## config.mk

```make
export PLATFORM = sky130hd
export DESIGN_NAME = phase_timer
export DESIGN_NICKNAME = d
export VERILOG_FILES = /design/src/rtl/phase_timer.sv
export SDC_FILE = /design/constraint.sdc
export NUM_CORES = 1
export LEC_CHECK = 0
export ABC_CLOCK_PERIOD_IN_PS = 2000
export CORE_MARGIN = 10
export CORE_UTILIZATION = 54
export CTS_CLUSTER_SIZE = 28
export DETAILED_ROUTE_END_ITERATION = 8
export PLACE_DENSITY = 0.77
export REMOVE_ABC_BUFFERS = 1
export SETUP_SLACK_MARGIN = 0.3
export SLEW_MARGIN = 10
export SYNTH_ARGS = -nofsm -noshare
export SYNTH_HDL_FRONTEND = slang
export SYNTH_SLANG_ARGS = --single-unit
```

## constraint.sdc

```tcl
create_clock -name clk -period 2 [get_ports clk]
set_input_delay 0.4 -clock clk [delete_from_list [all_inputs] [get_ports clk]]
set_output_delay 0.4 -clock clk [all_outputs]
set_load 0.01 [all_outputs]
```

## src/rtl/phase_timer.sv

```systemverilog
// phase_timer: per-phase timeout generator and latched side-road request for the traffic-light controller
module phase_timer #(
    parameter int TICK_DIV      = 50_000_000,
    parameter int T_MAIN_GREEN  = 30,
    parameter int T_SIDE_YELLOW = 3,
    parameter int T_SIDE_GREEN  = 15,
    parameter int T_MAIN_YELLOW = 3,
    parameter int CNT_W         = 8
) (
    input  logic             clk,
    input  logic             rst,
    input  logic [1:0]       c_state,
    input  logic [1:0]       n_state,
    input  logic             side_car_raw,
    output logic             time_out,
    output logic             side_car_detected,
    output logic [CNT_W-1:0] sec_remaining,
    output logic             tick
);
    localparam int PW = $clog2(TICK_DIV);
    logic [PW-1:0]    pre;
    logic [CNT_W-1:0] dur;
    logic             chg, s1, s2;
    always_comb begin
        chg  = n_state != c_state;
        tick = pre == PW'(TICK_DIV - 1);
        dur  = n_state == 2'b00 ? CNT_W'(T_MAIN_GREEN)  :
               n_state == 2'b01 ? CNT_W'(T_SIDE_YELLOW) :
               n_state == 2'b11 ? CNT_W'(T_SIDE_GREEN)  : CNT_W'(T_MAIN_YELLOW);
    end
    // A phase change restarts the whole second from zero and wins over any tick in the same cycle
    always_ff @(posedge clk) begin
        if (rst) begin
            pre           <= '0;
            sec_remaining <= CNT_W'(T_MAIN_GREEN);
            time_out      <= 1'b0;
        end else if (chg) begin
            pre           <= '0;
            sec_remaining <= dur;
            time_out      <= 1'b0;
        end else begin
            pre <= tick ? '0 : pre + 1'b1;
            if (tick && sec_remaining != '0) begin
                sec_remaining <= sec_remaining - 1'b1;
                if (sec_remaining == CNT_W'(1)) time_out <= 1'b1;
            end
        end
    end
    // Request is dropped for the whole side-green phase, so a car seen then must still be present afterwards
    always_ff @(posedge clk) begin
        if (rst) begin
            s1                <= 1'b0;
            s2                <= 1'b0;
            side_car_detected <= 1'b0;
        end else begin
            s1                <= side_car_raw;
            s2                <= s1;
            side_car_detected <= c_state == 2'b11 ? 1'b0 : (s2 | side_car_detected);
        end
    end
endmodule
```

# Word level (Yosys, flattened, before mapping)
# Cells that the tools add are included.
totals:
  word_cells: 28
  ff_bits: 38
classes:
  n_eq_ne: 6
  bitwise: 1
  n_reduce_logical: 8
  n_mux: 5
  n_addsub: 2
op_table:
  columns: ["operator", "n"]
  rows:
  - ["$add 26x1->26 const B", 1]
  - ["$eq 26x26->1 const B", 1]
  - ["$mux 8", 2]
  - ["$eq 8x1->1 const B", 1]
  - ["$mux 4", 2]
  - ["$reduce_bool 8->1", 1]
  - ["$sub 8x1->8 const B", 1]
  - ["$mux 5", 1]
  - ["$eq 2x2->1 const B", 2]
  - ["$reduce_or 2->1", 2]
  - ["$reduce_or 3->1", 1]
  - ["$eq 2x1->1 const B", 1]
  - ["$logic_not 2->1", 1]
  - ["$ne 2x2->1", 1]
  - ["$reduce_and 2->1", 1]
  - ["$reduce_bool 2->1", 1]
  - ["$logic_and 1x1->1", 1]
  - ["$or 1x1->1", 1]

# Depth between registers and ports, before layout
depth:
  ltp_word: 5
  depth_mapped: 7
  depth_no_buf: 6

# Least setup slack after synthesis
# OpenSTA, ideal clock, no wires.
synth_timing:
  path_kind: "register to register"
  start: "register pre[10]"
  end: "register pre[10]"
  path_buffers: 2
  stages_incl_launch_ff: 7
  arrival_time_ns: 1.529
  slack_ns: 0.356
  required_time_ns: 1.885
  path_cell_list: "dfxtp_1 > or4_4 > nor3_4 > nand2b_1 > buf_6 > buf_8 > nor2_1"
synth_via:
  elab_chain_len: 2
  elab_cells_between_ends: 3
synth_rtl:
  columns: ["item", "line_no", "rtl"]
  rows:
  - ["start: declaration", "21", "logic [PW-1:0] pre;"]
  - ["start signal: assignment", "42", "pre <= tick ? '0 : pre + 1'b1;"]
  - ["$eq 26x26->1", "26", "tick = pre == PW'(TICK_DIV - 1);"]
  - ["net tick", "18", "output logic tick"]
  - ["$reduce_or 3->1 (no source line)", null, null]
# The timed path passes the listed nets, and every way through them passes these cells.
# A chain may end at the register's enable or synchronous reset.

# Worst setup path in the final report
layout_timing:
  start: "register pre[10]"
  end: "output tick"
layout_via:
  elab_chain_len: 1
layout_rtl:
  columns: ["item", "line_no"]
  rows:
  - ["$eq 26x26->1", "26"]
  - ["end: declaration", "18"]
# No other way between the ends.

==> metrics <==
skew final approximately 6.4 ps; post-synthesis cell count 200; final WL 4.131 mm; largest net degree at the start of global routing 27; Clock Pin Slew Worst Setup and Hold Paths 110 ps; CP bufs+invs 1; Worst-Skew Late Latency about 350 ps; first-pass GRT wire length a little under 7 mm; TritonCTS buffer count 5; final setup fails 0; CP delay by family, top simple AND/OR/NAND/NOR gates; Synth Area per Inst 9.284 um2; clk buf depth 2; CP Cell Sequence or4_4, nor3_4, buf_2; worst endpoint required time 1600 ps; Post-DP Area roughly 2200 um2; Critical Path Source Type flip-flop; DIE WIDTH 78.64 um; detailed placement HPWL 2.814 mm; vias in the first global route 1588; met3 Usage GRT 0.03189; Synth cell types 41; Layout Cells excl Fill between 200 and 300; fraction of layout instances using a drive strength above 1 0.2569; fmax between 0.5 and 0.6 GHz; Worst VDD drop 406.2 uV; initial antenna violation count 0; FF-to-FF path depth 6; Routed wire per std cell around 14 um; final hold vios 0; DRT iter0 DRCs 62; PortBufs 17; drt pass-1 iters 4; hold path cells 1; period utilisation layout 0.9654; grt ovf 0; RSZ-0062 raised after global routing true; TNS Setup 0 ps; io pins 18; max cap viols 0; GRT Max-Usage Layer met2; hold_buf cts 0; FP Rows 21; synthesized cell area 1857 um2; area share of the largest cell type after synthesis 0.4097; number of synthesized flops with an enable pin 0; synth warn 0; CP endpoint kind output port; Initial Utilization 0.5564; min-delay worst type reg -> reg; Multi-input gate area 1095 um2; routed vias around 1.6k; placed cells 287; Leak 1.000 nW; critical path's slowest cell or4_4; full die area around 6200 um2; Slew headroom 0.7581; critical-path maximum fanout 2; Power Density 545.1 nW/um2; Worst Tran Pin Value 361.6 ps; FF+latch count, synth 38; Core ar. approximately 3300 um2; Main synth FF type dfxtp_1; Synth async-reset ratio 0; Slew Viols, Final 0; status completed; Area Growth Syn to Fin 30.66%; crit-path max cell delay 550 ps; cell taking the most area after synthesis dfxtp_1; DRC 0; sequential cell area 768.2 um2; Synth top cells by count 38 x dfxtp_1, 38 x nor2_1, 21 x xor2_1; CTS HTree Levels 2; CP Class reg -> out; root buffer cell clkbuf_4; critical path arrival 1530 ps; Die Ht 78.64 um; final instance area ~2400 um2; number of vias per cell 5.308; critical path depth 3; Placer Congestion 0.8240; met1 usage 0.1585; Antenna diodes 0; total clock sinks 38; min cycle time layout roughly 1900 ps; fin nets 263; Final ANT Viol Nets 0; Area contributors post-synth dfxtp_1 41%, xor2_1 9.9%, nor2_1 7.7%; M2 GR Usage 0.2262; fillers 247; CTS tree yes; Seq/Total Area, Yosys 0.4097; GRT Resource Usage Total 0.1371
[power breakdown]
part           switching, mW  total [mW]  internal, mW
combinational         0.0550       0.117        0.0621
sequential            0.0104       0.780         0.770
clock                  0.255       0.425         0.170
[flip-flops by register name (all words and copies together) (netlist names)]
register and flops:
s1 1, s2 1, side_car_detected 1, time_out 1
sec_remaining 8, pre 26
[through the flow]
step	worst slack, ps	total power [mW]	util	hold WS (ps)
after floorplan	98.77	0.8469	-	413.8
after global placement	46.80	0.9019	0.6730	418.7
after detailed placement	39.76	0.9039	0.6730	454.6
after CTS	56.56	1.313	0.7038	471.3
after global routing	10.03	1.375	0.7270	477.7
final	69.28	1.323	0.7270	467.5
[logic make-up (layout without fill, tap and decap cells)]
logic type | after synthesis | in the layout | share of synthesized area
DFF | 38 | 38 | 0.4097
xor gates and xnor gates | 28 | 28 | 0.1321
adders and majority gates | 4 | 4 | 0.02696
AOI/OAI and AO/OA | 9 | 9 | 0.03235
muxes | 4 | 4 | 0.02224
buffers and inverters | 8 | 61 | 0.03235
and+or+nand+nor | 109 | 109 | 0.3444
[repair_timing]
action                                  CTS  global route
resized for setup                        19            12
endpoints found under the setup margin   39            32
gates cloned                              0             1
pin swaps                                 2             1
buffers inserted                          2             1
[final cells by class]
type                       count  share of cell area
inverter                       5            0.007736
sequential                    38              0.3167
multi-input combinational    154              0.4513
tap                           46             0.02372
clock inverter                 1            0.002063
timing repair buffer          48              0.1759
clock buffer                   7             0.02269
[worst register-to-register path, stage by stage, from the launching register on]
cell	delay, ps
dfxtp_2	370
and3_4	200
nand3_2	130
buf_4	210
and4b_2	350
mux2_2	340
nand2_1	60
[worst paths after layout]
kind                      startpoint  slack [ps]                             to
setup / recovery  pre[10]$_SDFF_PP0_          70                           tick
hold / removal         s1$_SDFF_PP0_         470                  s2$_SDFF_PP0_
setup reg to reg   pre[4]$_SDFF_PP0_         300  sec_remaining[1]$_SDFFE_PP1P_
hold reg to reg        s1$_SDFF_PP0_         470                  s2$_SDFF_PP0_
[routing by layer]
metal	part of all wire	wire, um	vias up
li1	-	-	797
met1	0.44	1837	741
met2	0.49	2017	36
met3	0.040	164	13
met4	0.027	111	0
met5	0	0	-
[cells in the final DEF (no fill, tap or decap), types with 2 or more instances in the layout]
cell type / netlist / final
a21oi_1: 2 / 2
a31oi_1: 2 / 2
and3_1: 5 / 4
and4_1: 2 / 2
and4bb_2: 2 / 2
buf_4: 0 / 29
clkbuf_4: 0 / 5
clkdlybuf4s50_1: 0 / 9
dfxtp_1: 38 / 32
dfxtp_2: 0 / 6
dlygate4sd2_1: 0 / 5
dlymetal6s2s_1: 0 / 2
ha_1: 4 / 4
inv_1: 5 / 5
mux2i_1: 3 / 3
nand2_1: 13 / 13
nand3_1: 16 / 14
nand3_2: 1 / 3
nand4_1: 6 / 6
nand4b_1: 3 / 3
nor2_1: 38 / 38
nor2b_1: 3 / 3
nor4_4: 2 / 4
or2_2: 2 / 2
xnor2_1: 7 / 7
xor2_1: 21 / 21
Note: power is estimated with default switching activity, not from simulation.
